$ cat src/rtl/uop_xor_accum_if.sv
// Stream-in / result-out bundle for uop_xor_accum.
// UOP_XOR_ACCUM_CHECK_EN adds s_expect / m_error.
interface uop_xor_accum_if #(
  parameter int WIDTH = 8,
  parameter int CNT_W = 8
);
  logic             s_valid;
  logic             s_ready;
  logic [WIDTH-1:0] s_data;
  logic             s_last;
  logic             m_valid;
  logic             m_ready;
  logic [WIDTH-1:0] m_checksum;
  logic             m_parity;
  logic [CNT_W-1:0] m_count;
  logic             m_sat;
`ifdef UOP_XOR_ACCUM_CHECK_EN
  logic [WIDTH-1:0] s_expect;
  logic             m_error;
`endif

  modport master (
`ifdef UOP_XOR_ACCUM_CHECK_EN
    output s_expect,
    input  m_error,
`endif
    output s_valid,
    input  s_ready,
    output s_data,
    output s_last,
    input  m_valid,
    output m_ready,
    input  m_checksum,
    input  m_parity,
    input  m_count,
    input  m_sat
  );

  modport slave (
`ifdef UOP_XOR_ACCUM_CHECK_EN
    input  s_expect,
    output m_error,
`endif
    input  s_valid,
    output s_ready,
    input  s_data,
    input  s_last,
    output m_valid,
    input  m_ready,
    output m_checksum,
    output m_parity,
    output m_count,
    output m_sat
  );
endinterface

$ cat src/rtl/uop_xor_accum.sv
// Streaming XOR checksum / parity / beat-count accumulator.
// Optional UOP_XOR_ACCUM_CHECK_EN compares the checksum to s_expect.
module uop_xor_accum #(
  parameter int WIDTH      = 8,
  parameter int CNT_W      = 8,
  parameter bit ODD_PARITY = 1'b0
) (
  input logic          clk,
  input logic          rst_n,
  uop_xor_accum_if.slave bus
);

  typedef enum logic [1:0] {
    IDLE  = 2'd0,
    ACCUM = 2'd1,
    HOLD  = 2'd2
  } state_t;

  localparam logic [CNT_W-1:0] CNT_MAX = '1;
  localparam logic [CNT_W-1:0] CNT_ONE = CNT_W'(1);

  state_t           state;
  state_t           state_n;
  logic             run_q;
  logic             ready;
  logic             valid;
  logic             accept;
  logic [WIDTH-1:0] acc;
  logic [WIDTH-1:0] acc_n;
  logic [CNT_W-1:0] cnt;
  logic             sat;
  logic             par;

  // run_q keeps s_ready low for the whole reset and one edge past it
  always_ff @(posedge clk) begin
    if (!rst_n) begin
      state <= IDLE;
      run_q <= 1'b0;
    end else begin
      state <= state_n;
      run_q <= 1'b1;
    end
  end

  always_comb begin
    state_n = state;
    unique case (state)
      IDLE, ACCUM: begin
        if (accept && bus.s_last) state_n = HOLD;
        else if (accept)          state_n = ACCUM;
      end
      HOLD:    if (bus.m_ready) state_n = IDLE;
      default: state_n = IDLE;
    endcase
  end

  always_comb begin
    ready = 1'b0;
    valid = 1'b0;
    unique case (state)
      IDLE, ACCUM: ready = run_q;
      HOLD:        valid = 1'b1;
      default: ;
    endcase
  end

  assign accept = bus.s_valid && ready;
  assign acc_n  = (state == IDLE) ? bus.s_data
                                  : acc ^ bus.s_data;

  always_ff @(posedge clk) begin
    if (!rst_n) begin
      acc <= '0;
      cnt <= '0;
      sat <= 1'b0;
      par <= 1'b0;
    end else if (accept) begin
      acc <= acc_n;
      par <= (^acc_n) ^ ODD_PARITY;
      if (state == IDLE) begin
        cnt <= CNT_ONE;
        sat <= 1'b0;
      end else if (cnt == CNT_MAX) begin
        sat <= 1'b1;
      end else begin
        cnt <= cnt + CNT_ONE;
      end
    end
  end

`ifdef UOP_XOR_ACCUM_CHECK_EN
  logic err;

  always_ff @(posedge clk) begin
    if (!rst_n)
      err <= 1'b0;
    else if (accept && bus.s_last)
      err <= (acc_n != bus.s_expect);
  end

  assign bus.m_error = err;
`endif

  assign bus.s_ready    = ready;
  assign bus.m_valid    = valid;
  assign bus.m_checksum = acc;
  assign bus.m_parity   = par;
  assign bus.m_count    = cnt;
  assign bus.m_sat      = sat;

endmodule

$ cat src/flat_wrapper.sv
// flat-port wrapper written by rule: the top's interface ports become plain ports
module uop_xor_accum_flat 
#(
  parameter int WIDTH      = 8,
  parameter int CNT_W      = 8,
  parameter bit ODD_PARITY = 1'b0
)
  (clk, rst_n, bus_s_valid, bus_s_ready, bus_s_data, bus_s_last, bus_m_valid, bus_m_ready, bus_m_checksum, bus_m_parity, bus_m_count, bus_m_sat);
  uop_xor_accum_if #(.WIDTH(WIDTH), .CNT_W(CNT_W)) bus_i ();
  input logic clk;
  input logic rst_n;
  input wire logic [$bits(bus_i.s_valid)-1:0] bus_s_valid;
  output wire logic [$bits(bus_i.s_ready)-1:0] bus_s_ready;
  input wire logic [$bits(bus_i.s_data)-1:0] bus_s_data;
  input wire logic [$bits(bus_i.s_last)-1:0] bus_s_last;
  output wire logic [$bits(bus_i.m_valid)-1:0] bus_m_valid;
  input wire logic [$bits(bus_i.m_ready)-1:0] bus_m_ready;
  output wire logic [$bits(bus_i.m_checksum)-1:0] bus_m_checksum;
  output wire logic [$bits(bus_i.m_parity)-1:0] bus_m_parity;
  output wire logic [$bits(bus_i.m_count)-1:0] bus_m_count;
  output wire logic [$bits(bus_i.m_sat)-1:0] bus_m_sat;
  assign bus_i.s_valid = bus_s_valid;
  assign bus_s_ready = bus_i.s_ready;
  assign bus_i.s_data = bus_s_data;
  assign bus_i.s_last = bus_s_last;
  assign bus_m_valid = bus_i.m_valid;
  assign bus_i.m_ready = bus_m_ready;
  assign bus_m_checksum = bus_i.m_checksum;
  assign bus_m_parity = bus_i.m_parity;
  assign bus_m_count = bus_i.m_count;
  assign bus_m_sat = bus_i.m_sat;
  uop_xor_accum #(.WIDTH(WIDTH), .CNT_W(CNT_W), .ODD_PARITY(ODD_PARITY)) u_core (.clk(clk), .rst_n(rst_n), .bus(bus_i));
endmodule
$ cat config.mk
export PLATFORM = sky130hd
export DESIGN_NAME = uop_xor_accum_flat
export DESIGN_NICKNAME = d
export VERILOG_FILES = /design/src/rtl/uop_xor_accum_if.sv /design/src/rtl/uop_xor_accum.sv /design/src/flat_wrapper.sv
export SDC_FILE = /design/constraint.sdc
export NUM_CORES = 1
export LEC_CHECK = 0
export ABC_CLOCK_PERIOD_IN_PS = 1700
export BUFFER_PORTS_ARGS = -buffer_cell sky130_fd_sc_hd__buf_4
export CAP_MARGIN = 10
export CORE_ASPECT_RATIO = 1.2
export CORE_MARGIN = 10
export CORE_UTILIZATION = 30
export CTS_BUF_LIST = sky130_fd_sc_hd__clkbuf_8
export DETAILED_ROUTE_END_ITERATION = 12
export HOLD_SLACK_MARGIN = 0.06
export PLACE_DENSITY = 0.48
export SYNTH_ARGS = -nofsm -noshare
export SYNTH_HDL_FRONTEND = slang
export SYNTH_SLANG_ARGS = --single-unit
$ cat constraint.sdc
create_clock -name clk -period 1.7 [get_ports clk]
set_input_delay 0.34 -clock clk [delete_from_list [all_inputs] [get_ports clk]]
set_output_delay 0.34 -clock clk [all_outputs]
set_load 0.02 [all_outputs]
==> impl_metrics.tcl <==
set metrics [dict create \
    cp-end-kind "flip-flop" \
    yosysTopAreaCell "dfxtp_1" \
    gp_congestion 0.747 \
    nets 182 \
    crit_chain "ha_1 -> and2_4 -> a41o_4 -> or3_1 -> a21oi_1" \
    vias_per_cell 4.72 \
    syn_area_mm2 0.00112 \
    htree_levels 1 \
    overflow 0 \
    critical_path.top_delay_family "simple AND/OR/NAND/NOR gates" \
    power.net_switching_uw 331 \
    place_area_mm2 0.00142 \
    status "complete, no violations" \
    seqPwrFrac 0.478 \
    finalSetupTns_ps 0 \
    crit_arrival_ps 1780 \
    min_path_cells 1 \
    regToRegSetupSlack_ps 110 \
    dr.first_iter.drc_count 48 \
    hold_buffers 0 \
    grt_pass1_wl_um 5010 \
    wl_um 2910 \
    initial_core_util 0.309 \
    reg2reg_to "u_core.bus.m_count[3]" \
    drive_above_1_share 0.269 \
    rsz0062_at_grt "false" \
    placementRows 24 \
    vias 1033 \
    ios 33 \
    wl_met2_um 1420 \
    min_from "rst_n" \
    antenna_found_initial 0 \
    dr.pass1.iters 4 \
    grt_start_max_net_pins 17 \
    cts_buffers 3 \
    dr_wl_met3_um 199 \
    p_clk_frac 0.287 \
    clockBufferDepth 2 \
    yosys_warnings 0 \
    cpMaxStageDelayCell "dfxtp_2" \
    hold_end "u_core.run_q" \
    crit_fanout 7 \
    insertedDiodeCount 0 \
    fmax_mhz 630 \
    portBuffers 32 \
    switching_share 0.291 \
    cts_setup_buffers 0 \
    hold_viol_final 0 \
    maxSlewViolCount 0 \
    internal_power_uw 804 \
    clock_latency_ps 260 \
    cp.required_ps 1900 \
    p_per_area_mw_per_mm2 772 \
    synth_cells 133 \
    fp.dieH_um 87.0 \
    reg2reg_from "u_core.bus.m_count[0]" \
    power.share.combinational 0.235 \
    die_w_um 75.8 \
    layout_min_cycle_time_ps 1590 \
    yosysUniqueCellTypes 33 \
    tightest_slew_ps 410 \
    worstRegToRegCells 5 \
    tritoncts "built" \
    grtUsageTotal 0.0958 \
    die_area_mm2 0.00659 \
    cts_sinks 21 \
    leakage_uw 0.000584 \
    drc_errors 0 \
    root_buffer "clkbuf_8" \
    wl_per_cell_um 13.3 \
    met1_length_um 1260 \
    synth.top_cell.area_share 0.375 \
    relSlewSlack 0.727 \
    hold_class "in2reg" \
    fin_skew_ps 0.775 \
    cap_violations 0 \
    highest_layer "met4" \
    netlist_top_cells_area "dfxtp_1 38%, xnor2_1 12%, o21ai_0 8.5%, a22oi_1 5.4%, nor2_1 5.4%" \
    syn_nets 147 \
    critPathBufInv 0 \
    first_global_vias 1101 \
    slowest_delay_ps 350 \
    seq_area_frac_synth 0.375 \
    hpwl_um 2200 \
    stdcell_area_mm2 0.00147 \
    clk_pin_slew_ps 80 \
    coreArea_mm2 0.00363 \
    ir_drop_mv 0.314 \
    finalSetupViolCount 0 \
    synth_seq_cells 21 \
    cp-start-kind "flip-flop" \
    areaGrowthSynthToFinish_pct 31.1 \
    postSynthAreaPerCell_um2 8.43 \
    min_period_over_period 0.934 \
    postRouteAntennaNets 0 \
    critPathKind "reg2reg" \
]
## worst max path at each step
stage / cells past startpoint / end / startpoint / slack [ps]
detailed placement: 5 / u_core.bus.m_count[6] / u_core.bus.m_count[0] / 110
global route: 5 / u_core.bus.m_count[3] / u_core.bus.m_count[0] / 20
global placement: 5 / u_core.bus.m_count[6] / u_core.bus.m_count[0] / 150
floorplan: 5 / u_core.bus.m_count[3] / u_core.bus.m_count[0] / 90
CTS: 5 / u_core.bus.m_count[3] / u_core.bus.m_count[0] / 90
finish: 5 / u_core.bus.m_count[3] / u_core.bus.m_count[0] / 110
## area by class of cell
class                           count  area (µm²)
Fill cell                         386        2160
Multi-Input combinational cell    107         679
Sequential cell                    21         422
Timing Repair Buffer               34         255
Tap cell                           52        65.1
Clock buffer                        3        41.3
Clock inverter                      1        3.75
Inverter                            1        3.75
## flip-flops by register name, indices dropped and copies added (netlist names)
signal	count
u_core.bus.m_checksum	8
u_core.bus.m_parity	1
u_core.bus.m_count	8
u_core.run_q	1
u_core.bus.m_sat	1
u_core.state	2
## per-stage QoR
| stage | instances | hold slack [ps] | utilization | worst slack, ps | total power [µW] |
|---|---|---|---|---|---|
| 2_1_floorplan | 133 | 368 | - | 85.8 | 727 |
| 3_3_place_gp | 215 | 466 | 0.392 | 152 | 824 |
| 3_5_place_dp | 215 | 474 | 0.392 | 114 | 825 |
| 4_1_cts | 219 | 213 | 0.404 | 91.5 | 1160 |
| 5_1_grt | 219 | 211 | 0.405 | 22.9 | 1210 |
| 6_report | 219 | 215 | 0.405 | 112 | 1140 |
## cells in the mapped netlist, drive strengths merged
library cell   n
dfxtp         21
o21ai         20
nor2          16
xnor2         15
nand2         14
a22oi          8
a21oi          5
nand3          4
clkbuf         3
xor2           3
and2           2
nand3b         2
nor2b          2
nor3           2
or3            2
a211oi         1
a311oi         1
a41o           1
a41oi          1
and3           1
and4           1
buf            1
ha             1
inv            1
nand2b         1
nand4          1
nand4b         1
nor4           1
or2            1
## timing repair
item,4_1_cts,5_1_grt
setup endpoints to repair,0,3
hold endpoints to repair,0,0
gates resized for setup,0,1
## placed cells by master (no fill, tap or decap), types with 2 or more instances in the layout
cell type  Yosys  final
a21oi_1        5      5
a22oi_1        8      8
buf_4          0     34
clkbuf_8       0      3
dfxtp_1       21     20
inv_1          1      2
nand2_1       14     14
nand3_1        4      4
nor2_1        16     16
nor2b_1        2      2
nor3_1         2      2
o21ai_0       19     19
or3_1          2      2
xnor2_1       15     15
xor2_1         3      3
## layer usage
layer,global-route usage,vias up
met1,0.112,466
met2,0.157,23
li1,-,540
met4,0.0355,0
met5,0,-
met3,0.0308,4
## logic make-up (layout without fill, tap and decap cells)
kind of cell	Yosys count	in the layout	share of synthesized area
buf+inv	5	39	0.0190
compound gates	37	37	0.206
fa+ha+maj	1	1	0.0112
flops	21	21	0.375
xor+xnor	18	18	0.141
simple gates	51	51	0.248
## power by group through the flow
stage               Sequential, µW  Clock [µW]  Combinational, µW
floorplan                      573           0                154
CTS                            543         341                272
detailed placement             555           0                270
finish                         543         326                267
global placement               555           0                269
global route                   550         366                296
Power figures use the tool's default switching activity.
